--- src/rtl/decode_ctrl_pipe.sv ---
// decode_ctrl_pipe
//   Registered RV32IM decode/control stage between ID and EX. Decodes id_instr into a 22-bit
//   control bundle, holds it in an ID/EX register with a valid/ready handshake, and keeps
//   M-extension ops in the stage for a configurable number of cycles.
//
// Ports
//   clk        in   core clock
//   rst_n      in   synchronous reset, active-low
//   id_valid   in   id_instr valid
//   id_instr   in   [31:0] instruction word
//   id_ready   out  stage can accept this cycle
//   flush      in   squash the held instruction (taken branch/jump from EX)
//   ex_ready   in   EX consumes the bundle
//   ex_valid   out  bundle valid for EX
//   ex_ctrl    out  [21:0] {div_sel,mul_sel,four_imm,pc_rd1,rd1,ui,memwrite,memctrl[2:0],
//                   destsrc,branch,jump,immsrc[2:0],alusrc,aluctrl[3:0],regwrite}
//   ex_illegal out  held instruction undecodable
//
// Configuration
//   RV32M_DIV_EN  when defined, DIV/DIVU/REM/REMU decode as M ops with DIV_CYCLES latency;
//                 otherwise funct7=0000001 with funct3[2]=1 is illegal and div_sel is tied 0.

module decode_ctrl_pipe #(
  parameter int unsigned MUL_CYCLES = 3,
  parameter int unsigned DIV_CYCLES = 33,
  parameter int unsigned CNT_W      = 6
) (
  input  logic        clk,
  input  logic        rst_n,
  input  logic        id_valid,
  input  logic [31:0] id_instr,
  output logic        id_ready,
  input  logic        flush,
  input  logic        ex_ready,
  output logic        ex_valid,
  output logic [21:0] ex_ctrl,
  output logic        ex_illegal
);

  localparam logic [6:0] OpcOp     = 7'b0110011;
  localparam logic [6:0] OpcOpImm  = 7'b0010011;
  localparam logic [6:0] OpcLoad   = 7'b0000011;
  localparam logic [6:0] OpcStore  = 7'b0100011;
  localparam logic [6:0] OpcBranch = 7'b1100011;
  localparam logic [6:0] OpcLui    = 7'b0110111;
  localparam logic [6:0] OpcAuipc  = 7'b0010111;
  localparam logic [6:0] OpcJal    = 7'b1101111;
  localparam logic [6:0] OpcJalr   = 7'b1100111;

  localparam logic [6:0] F7Base = 7'b0000000;
  localparam logic [6:0] F7Alt  = 7'b0100000;
  localparam logic [6:0] F7MulDiv = 7'b0000001;

  // Countdown preload: the bundle becomes visible when the counter reaches zero.
  localparam logic [CNT_W-1:0] MulLoad = CNT_W'(MUL_CYCLES - 1);
  localparam logic [CNT_W-1:0] DivLoad = CNT_W'(DIV_CYCLES - 1);

  logic [6:0] opcode;
  logic [2:0] f3;
  logic [6:0] f7;

  assign opcode = id_instr[6:0];
  assign f3     = id_instr[14:12];
  assign f7     = id_instr[31:25];

  // Register and immediate fields are resolved downstream, not here.
  logic unused_instr;
  assign unused_instr = ^{id_instr[24:15], id_instr[11:7]};

  // Decoded fields
  logic       div_sel, mul_sel, four_imm, pc_rd1, rd1, ui, memwrite;
  logic [2:0] memctrl;
  logic       destsrc, branch, jump;
  logic [2:0] immsrc;
  logic       alusrc;
  logic [3:0] aluctrl;
  logic       regwrite;
  logic       dec_illegal;

  logic [21:0]      dec_ctrl;
  logic [CNT_W-1:0] dec_cnt;

  always_comb begin
    div_sel     = 1'b0;
    mul_sel     = 1'b0;
    four_imm    = 1'b1;
    pc_rd1      = 1'b1;
    rd1         = 1'b1;
    ui          = 1'b1;
    memwrite    = 1'b0;
    memctrl     = f3;
    destsrc     = 1'b0;
    branch      = 1'b0;
    jump        = 1'b0;
    immsrc      = 3'd0;
    alusrc      = 1'b0;
    aluctrl     = 4'd0;
    regwrite    = 1'b1;
    dec_illegal = 1'b0;

    case (opcode)
      OpcOp: begin
        aluctrl = {id_instr[30], f3};
        if (f7 == F7MulDiv) begin
          mul_sel = 1'b1;
`ifdef RV32M_DIV_EN
          div_sel = f3[2];
`else
          // Divide/remainder encodings decode as illegal without RV32M_DIV_EN.
          if (f3[2]) dec_illegal = 1'b1;
`endif
        end else if (f7 != F7Base && f7 != F7Alt) begin
          dec_illegal = 1'b1;
        end
      end
      OpcOpImm: begin
        // Only the shift-right encoding uses bit 30 to pick arithmetic vs logical.
        aluctrl = {(f3 == 3'b101) ? id_instr[30] : 1'b0, f3};
        alusrc  = 1'b1;
      end
      OpcLoad: begin
        destsrc = 1'b1;
      end
      OpcStore: begin
        immsrc   = 3'd2;
        memwrite = 1'b1;
        regwrite = 1'b0;
      end
      OpcBranch: begin
        immsrc   = 3'd1;
        branch   = 1'b1;
        aluctrl  = {1'b0, f3};
        regwrite = 1'b0;
      end
      OpcLui: begin
        immsrc = 3'd3;
        ui     = 1'b0;
        rd1    = 1'b0;
      end
      OpcAuipc: begin
        immsrc = 3'd3;
        rd1    = 1'b0;
      end
      OpcJal: begin
        immsrc   = 3'd4;
        jump     = 1'b1;
        rd1      = 1'b0;
        four_imm = 1'b0;
      end
      OpcJalr: begin
        jump     = 1'b1;
        rd1      = 1'b0;
        pc_rd1   = 1'b0;
        four_imm = 1'b0;
      end
      default: begin
        dec_illegal = 1'b1;
      end
    endcase
  end

  always_comb begin
    if (dec_illegal) begin
      dec_ctrl = '0;
      dec_cnt  = '0;
    end else begin
      dec_ctrl = {div_sel, mul_sel, four_imm, pc_rd1, rd1, ui, memwrite, memctrl, destsrc,
                  branch, jump, immsrc, alusrc, aluctrl, regwrite};
      if (mul_sel) dec_cnt = div_sel ? DivLoad : MulLoad;
      else         dec_cnt = '0;
    end
  end

  // ID/EX holding register
  logic             full_q;
  logic [CNT_W-1:0] cnt_q;
  logic [21:0]      ctrl_q;
  logic             illegal_q;

  logic accept;
  logic consume;

  assign ex_valid   = full_q && (cnt_q == '0);
  assign consume    = ex_valid && ex_ready;
  assign id_ready   = !full_q || consume;
  assign accept     = id_valid && id_ready && !flush;
  assign ex_ctrl    = ctrl_q;
  assign ex_illegal = illegal_q;

  // Priority: reset, flush, accept, consume, countdown. While counting, ex_valid is low so
  // neither accept nor consume can fire.
  always_ff @(posedge clk) begin
    if (!rst_n) begin
      full_q    <= 1'b0;
      cnt_q     <= '0;
      ctrl_q    <= '0;
      illegal_q <= 1'b0;
    end else if (flush) begin
      full_q <= 1'b0;
      cnt_q  <= '0;
    end else if (accept) begin
      full_q    <= 1'b1;
      cnt_q     <= dec_cnt;
      ctrl_q    <= dec_ctrl;
      illegal_q <= dec_illegal;
    end else if (consume) begin
      full_q <= 1'b0;
    end else if (cnt_q != '0) begin
      cnt_q <= cnt_q - 1'b1;
    end
  end

endmodule

--- config.mk ---
export PLATFORM = sky130hd
export DESIGN_NAME = decode_ctrl_pipe
export DESIGN_NICKNAME = d
export VERILOG_FILES = /design/src/rtl/decode_ctrl_pipe.sv
export SDC_FILE = /design/constraint.sdc
export NUM_CORES = 1
export LEC_CHECK = 0
export CAP_MARGIN = 40
export CORE_UTILIZATION = 46
export CTS_CLUSTER_SIZE = 30
export DETAILED_ROUTE_END_ITERATION = 7
export HOLD_SLACK_MARGIN = 0.08
export PLACE_DENSITY_LB_ADDON = 0.2
export SKIP_CTS_REPAIR_TIMING = 1
export SLEW_MARGIN = 20
export SYNTH_ARGS = -nofsm -noshare
export SYNTH_HDL_FRONTEND = slang
export SYNTH_SLANG_ARGS = --single-unit
--- constraint.sdc ---
create_clock -name clk -period 4.1 [get_ports clk]
set_clock_uncertainty 0.15 [all_clocks]
set_input_delay 0.615 -clock clk [delete_from_list [all_inputs] [get_ports clk]]
set_output_delay 0.615 -clock clk [all_outputs]
set_load 0.01 [all_outputs]
Word level (Yosys, flattened, before mapping)
Index checks and enable logic that the tools add are counted.

Add/subtract/negate cells: 1. Equal/unequal tests: 13. Mux-type cells: 27. Bitwise operators: 2. Reduce and logical (&&, ||, !) cells: 21.

Operators by type and width (count): == test 7 x 6 -> 1 bit (second input constant) (3); == test 7 bit (second input constant) (3); 2-to-1 mux 21 bit (1); 2-to-1 mux 1 bit (18); 2-to-1 mux 6 bit (3); == test 7 x 5 -> 1 bit (second input constant) (2); case mux 3 bit (4 select lines) (1); case mux 4 bit (3 select lines) (1); OR reduction 2 bit (4); OR reduction 8 bit (1); == test 7 x 1 -> 1 bit (second input constant) (1); == test 7 x 2 -> 1 bit (second input constant) (1); inequality test 7 x 6 -> 1 bit (second input constant) (1); nonzero test 7 bit (1); logical NOT 6 bit (1); nonzero test 6 bit (1); subtractor 6 x 1 -> 6 bit (second input constant) (1); logical AND 1 bit (5); 2-to-1 mux 2 bit (2); AND reduction 2 bit (2); nonzero test 2 bit (2); OR reduction 4 bit (1); == test 3 bit (second input constant) (1); logical NOT 1 bit (2); other kinds (4) (5).

Bits in registers: 30. Output and inout bits: 25.

Longest topological paths before layout
Gate-level depths: netlist of run 1.

Depth in word-level cells: 8. Mapped depth: 7. Mapped depth without buffers: 6.

Least setup slack after synthesis of run 1
Ideal clock, no wire load.

Kind: input -> register. Start: input id_instr[29]. End: register ctrl_q[20] (netlist: ex_ctrl[20]). Setup time: 70 ps. Arrival time: 2112 ps. Required time: 3880 ps. Slack: 1768 ps. Stages: 4. Buffers on the path: 0. Cell sequence: or4_4 > or3_1 > or4_4 > a21oi_1.

Longest elaborated chain between the ends: 6. Elaborated cells on any way between the ends: 10.

Ends and longest elaborated chain: start, declared (line 31) `input logic [31:0] id_instr,`; inequality test 7 x 6 -> 1 bit or nonzero test 7 bit (tied branches) (line 112) `end else if (f7 != F7Base && f7 != F7Alt) begin`; logical AND 1 bit (line 112); 2-to-1 mux 1 bit (line 112); 2-to-1 mux 1 bit (line 104) `if (f7 == F7MulDiv) begin`; case mux 1 bit (2 select lines) (line 101) `case (opcode)`; 2-to-1 mux 21 bit * (line 163) `if (dec_illegal) begin`; end signal, assigned (line 204) `ctrl_q <= dec_ctrl;`; end, declared (line 177) `logic [21:0] ctrl_q;`.

Every way passes the cells marked *; elsewhere a longest branch is shown, timed or not. A chain may end at the register's enable or synchronous reset.

Worst setup path after layout of run 1
Start: register cnt_q[0]. End: output ex_valid.

Longest elaborated chain between the ends: 2.

Ends and longest elaborated chain: start, declared (line 176) `logic [CNT_W-1:0] cnt_q;`; start signal, assigned (line 203) `cnt_q <= dec_cnt;`; start signal, assigned (line 209) `cnt_q <= cnt_q - 1'b1;`; logical NOT 6 bit (line 183) `assign ex_valid = full_q && (cnt_q == '0);`; logical AND 1 bit (line 183); end, declared (line 35) `output logic ex_valid,`.

No other way between the ends.

==> impl_metrics.toml, run 1 <==
[routing]
routed_wl_um = 4050
route.detailed.drc = 0
viasPerCell = 5.86
ant_nets = 0
num_vias = 1553
initialDrtViolationCount = 93
wl_per_cell_um = 15.3
dr.pass1.iters = 4

[global_route]
grt_util_met1_pct = 27.9
antenna_found_initial = 0
grt.busiest_layer = "met2"
grt_util_met2_pct = 44.5
gr-usage-met3_pct = 6.99
grt_pass1_vias = 1538
grt_max_degree = 26
grt_pass1_wl_um = 6620
grt_overflow = 0
grt_usage_pct = 25.2

[flow_run]
cap_violations = 0

[timing]
report.final.hold_viol_count = 0
tightest_slew_ns = 0.662
fmaxAchievable_mhz = 341
setup_violations = 0
slew_viol_final = 0
rsz0062_at_grt = "false"
fin_setup_tns_ns = 0
relSlewSlack_pct = 55.6
fin_crit_ns = 2.94
setup_slack_ns = 1.16
finalCritPeriodShare_pct = 71.6

[synth]
synth.distinct_cells = 47
syn_area_mm2 = 0.00150
syn_avg_cell_area_um2 = 8.52
yosysTopAreaCellShare_pct = 38.7
synth_edf_count = 0
yosys-top-cells-count = "29 x dfxtp_1, 14 x a21oi_1, 10 x clkbuf_1, 10 x nor3_1"
ys.flop_type = "dfxtp_1"
yosys_warnings = 0
synth_nets = 215
ys_ff_latch = 29
synth_area_leaders = "dfxtp_1 39%, a21oi_1 4.7%, o211ai_1 4.5%"
syn_inst = 176
yosysMostFrequentCell = "dfxtp_1"
ys_seq_area_share_pct = 38.7
synthArstFlopShare_pct = 0
synth_top_cell_by_area = "dfxtp_1"

[cts]
clockBufferDepth = 2
clk_pin_slew_ns = 0.09
htree_num_levels = 2
clock_latency_ns = 0.33
clockRootBuffer = "clkbuf_4"
numCtsBuffers = 5
cts.sinks = 29
cts_tree = "done"

[final_layout]
fill_cells = 277
drive_above_1_share_pct = 7.69
final_net_count = 259
final_core_util_pct = 67.2
antenna_cells = 0
area_growth_pct = 38.0
regArea_um2 = 581
multiInputGateArea_um2 = 836

[placement]
gp_congestion = 0.938
dp_hpwl_um = 2960
io_buffers = 45
dpl_worst_slack_ns = 1.22

[worst_setup_path]
worstPathRequired_ns = 3.34
path_class = "register to output pin"
end_kind = "output pin"
start_kind = "register"
critPathMaxFanout = 3
worst-endpoint-arrival_ns = 2.17

[floorplan]
io_pins = 62
die_w_um = 59.1
die_y_um = 59.1
fp-row-count = 20
die_area_mm2 = 0.00349
core_mm2 = 0.00308
start_util_pct = 48.7

[outcome]
status = "completed"

[worst_hold_path]
hold_class = "register to register"

[power]
leakagePower_nw = 0.721
powerDensity_mw_per_mm2 = 301
vdd_drop_max_v = 0.000200
[power by group]
group	switching (mW)	total, mW	internal [mW]
combinational	0.0471	0.0859	0.0388
sequential	0.00198	0.287	0.285
clock	0.104	0.249	0.146
[cells in the final DEF (no fill, tap or decap), types with 4 or more instances in the layout]
| cell | netlist | layout |
|---|---|---|
| nand4_1 | 4 | 4 |
| nand2b_1 | 4 | 4 |
| o21ai_0 | 8 | 8 |
| o41ai_1 | 4 | 4 |
| nor2_1 | 9 | 9 |
| nand2_1 | 5 | 5 |
| a21oi_1 | 14 | 14 |
| clkbuf_4 | 0 | 5 |
| o211ai_1 | 9 | 9 |
| nor3_1 | 10 | 10 |
| nand3_1 | 8 | 8 |
| clkdlybuf4s50_1 | 0 | 45 |
| dfxtp_1 | 29 | 29 |
| inv_1 | 7 | 7 |
| o31ai_1 | 4 | 4 |
[critical path: stages (launching register included)]
cell             delay, ns
dfxtp_1               0.32
inv_1                 0.11
ha_1                  0.20
nor4b_1               0.45
and3_1                0.22
clkdlybuf4s50_1       0.53
[sequential cells by signal (all words and copies together), names as in the netlist]
signal,cells
ex_illegal,1
ex_ctrl,21
full_q,1
cnt_q,6
[per-layer routing]
layer | wire length (um) | part of all wire [%] | vias up
met5 | 0 | 0 | -
met4 | 90 | 2.2 | 0
met3 | 190 | 4.7 | 11
met2 | 2110 | 52 | 50
met1 | 1660 | 41 | 732
li1 | - | - | 760
[stage by stage]
stage	instances	cell area, um2	power (mW)	hold WS (ns)
floorplan	176	1500	0.336	0.328
global placement	256	1980	0.376	0.301
detailed placement	256	1980	0.378	0.303
CTS	264	2060	0.622	0.325
global route	265	2070	0.647	0.364
finish	265	2070	0.622	0.325
[area by class of cell]
cell class	count	area share, %
Sequential cell	29	28.1
Inverter	9	1.63
Multi-Input combinational cell	126	40.4
Tap cell	44	2.66
Clock buffer	7	2.66
Timing Repair Buffer	49	23.1
Clock inverter	1	1.45
[kinds of logic after synthesis]
logic type | Yosys count | share of synthesized area (%)
muxes | 1 | 0.751
DFF | 29 | 38.7
xor gates and xnor gates | 3 | 1.75
buffers and inverters | 21 | 5.51
adders and majority gates | 2 | 1.67
and+or+nand+nor | 61 | 23.9
other | 1 | 0.250
AOI/OAI and AO/OA | 58 | 27.5
[final timing paths]
check                              to  slack (ns)  depth (start not counted)                     from
min           ex_ctrl[7]$_SDFFE_PN0P_        0.33                          2  ex_ctrl[7]$_SDFFE_PN0P_
max reg2reg  ex_ctrl[18]$_SDFFE_PN0P_        1.84                          6    cnt_q[0]$_SDFFE_PP0P_
min reg2reg   ex_ctrl[7]$_SDFFE_PN0P_        0.33                          2  ex_ctrl[7]$_SDFFE_PN0P_
max                          ex_valid        1.16                          5    cnt_q[0]$_SDFFE_PP0P_
(Power assumes the default switching activity.)
==> run 2: changes to the inputs <==
CORE_UTILIZATION = 38   (was 46)
clock period = 2.55 ns   (was 4.1 ns; I/O delays follow)
==> run 2 against run 1 <==
First-iteration DRC count down 57%. Total power up 57%. Non-clock buffer count rose by 10. Worst hold slack worse by 0.013 ns. Critical endpoint is now id_ready.
==> impl_metrics.toml, run 2 (synthesized netlist as in run 1, its figures left out) <==
[outcome]
status = "completed"

[final_layout]
area_growth_pct = 45.2
fin_cells = 279
final_cell_mix = "45 x clkdlybuf4s50_1, 27 x dfxtp_1, 14 x a21oi_1, 13 x buf_4, 10 x nor3_1"
largest_reg_flops = 21
final_common_cell = "clkdlybuf4s50_1"
final_core_util_pct = 58.6
regArea_um2 = 583
drive_above_1_share_pct = 13.9
fill_cells = 330
antenna_cells = 0
multiInputGateArea_um2 = 850
final_net_count = 269

[placement]
io_buffers = 45
dp_hpwl_um = 3100
place_inst = 271
gp_congestion = 0.843
dpl_worst_slack_ns = -0.00639

[global_route]
grt_usage_pct = 21.9
grt_pass1_vias = 1581
antenna_found_initial = 0
grt_pass1_wl_um = 7020
grt_max_degree = 26
grt_overflow = 0

[worst_setup_path]
reg2reg_depth = 7
path_class = "register to output pin"
rr_endpoint = "ex_ctrl[20]$_SDFFE_PN0P_"
worstPathRequired_ns = 2.02
crit_chain = "or3_4, nor2_2, a21boi_1, inv_1, clkdlybuf4s50_1"
end_kind = "output pin"
crit_family = "simple AND/OR/NAND/NOR gates"
critPathMaxFanout = 9
crit_path_max_incr_delay_ns = 0.52
worst-endpoint-arrival_ns = 1.93
r2r-start = "cnt_q[0]$_SDFFE_PP0P_"
cp_num_buf_inv = 2
crit_slowest_cell = "clkdlybuf4s50_1"
start_kind = "register"
rrSetupSlack_ns = 0.55

[cts]
cts_tree = "done"
clk_pin_slew_ns = 0.06
clockRootBuffer = "clkbuf_8"
numCtsBuffers = 5
cts.sinks = 29
clock_latency_ns = 0.28
clockBufferDepth = 2
htree_num_levels = 2

[timing]
setup_slack_ns = 0.0857
setup_violations = 0
fin_crit_ns = 2.46
tightest_slew_ns = 0.512
fmaxAchievable_mhz = 406
report.final.hold_viol_count = 0
finalCritPeriodShare_pct = 96.6
relSlewSlack_pct = 65.8
rsz0062_at_grt = "false"
fin_setup_tns_ns = 0
slew_viol_final = 0

[routing]
routed_wl_um = 4150
wl_per_cell_um = 14.9
dr.pass1.iters = 4
ant_nets = 0
viasPerCell = 5.61
num_vias = 1564
initialDrtViolationCount = 40
route.detailed.drc = 0

[floorplan]
fp-row-count = 22
start_util_pct = 40.3
die_area_mm2 = 0.00420
die_y_um = 64.8
die_w_um = 64.8
io_pins = 62
core_mm2 = 0.00372

[power]
leakagePower_nw = 0.778
vdd_drop_max_v = 0.000306
powerDensity_mw_per_mm2 = 448

[worst_hold_path]
hp-start = "ex_ctrl[7]$_SDFFE_PN0P_"
hold_class = "register to register"
min_to = "ex_ctrl[7]$_SDFFE_PN0P_"
min_path_cells = 2

[flow_run]
cap_violations = 0
## run 2: cell count changes in the layout (fill, tap and decap cells not counted), sizes merged
cell / before / now
clkinv: 2 / 4
bufinv: 1 / 0
clkbuf: 8 / 6
buf: 3 / 14
## run 2: through the flow
step	hold WS [ns]	power, mW	area (um2)
after detailed placement	0.305	0.624	2080
after global placement	0.304	0.621	2080
after CTS	0.316	0.980	2160
after floorplan	0.328	0.540	1500
after global routing	0.341	1.01	2180
final	0.312	0.976	2180
## run 2: worst register-to-register path, stage by stage (launching register included)
cell and delay, ns:
dfxtp_1 0.30, inv_1 0.11, ha_1 0.21, and4b_1 0.23, a21oi_1 0.11, buf_12 0.19
or4_4 0.52, a21oi_1 0.13
## run 2: area by class of cell
| class | count | area share, % |
|---|---|---|
| Clock buffer | 6 | 3.33 |
| Clock inverter | 2 | 0.460 |
| Inverter | 9 | 1.55 |
| Multi-Input combinational cell | 126 | 39.0 |
| Sequential cell | 29 | 26.8 |
| Tap cell | 48 | 2.76 |
| Timing Repair Buffer | 59 | 26.1 |
## run 2: power by group
group          switching [mW]  internal [mW]
logic                  0.0780         0.0746
clock network           0.172          0.188
registers             0.00343          0.459
## run 2: routing by layer
metal  vias up  wire length (um)  GRT usage, %
met3         6               177          5.81
met2        35              2100          38.2
met5         -                 0             0
met1       747              1830          25.4
met4         0                48          8.06
li1        776                 -             -
## run 2: worst max path at each step
stage                     slack [ns]  depth (start not counted)                   from                       end
after global routing           0.009                          5  cnt_q[2]$_SDFFE_PP0P_                  id_ready
final                           0.09                          5  cnt_q[2]$_SDFFE_PP0P_                  id_ready
after detailed placement      -0.006                          5           id_instr[29]  ex_ctrl[20]$_SDFFE_PN0P_
after floorplan                 0.45                          4           id_instr[29]  ex_ctrl[20]$_SDFFE_PN0P_
after CTS                      -0.08                          5  cnt_q[2]$_SDFFE_PP0P_                  id_ready
after global placement         0.002                          5           id_instr[29]     cnt_q[1]$_SDFFE_PP0P_
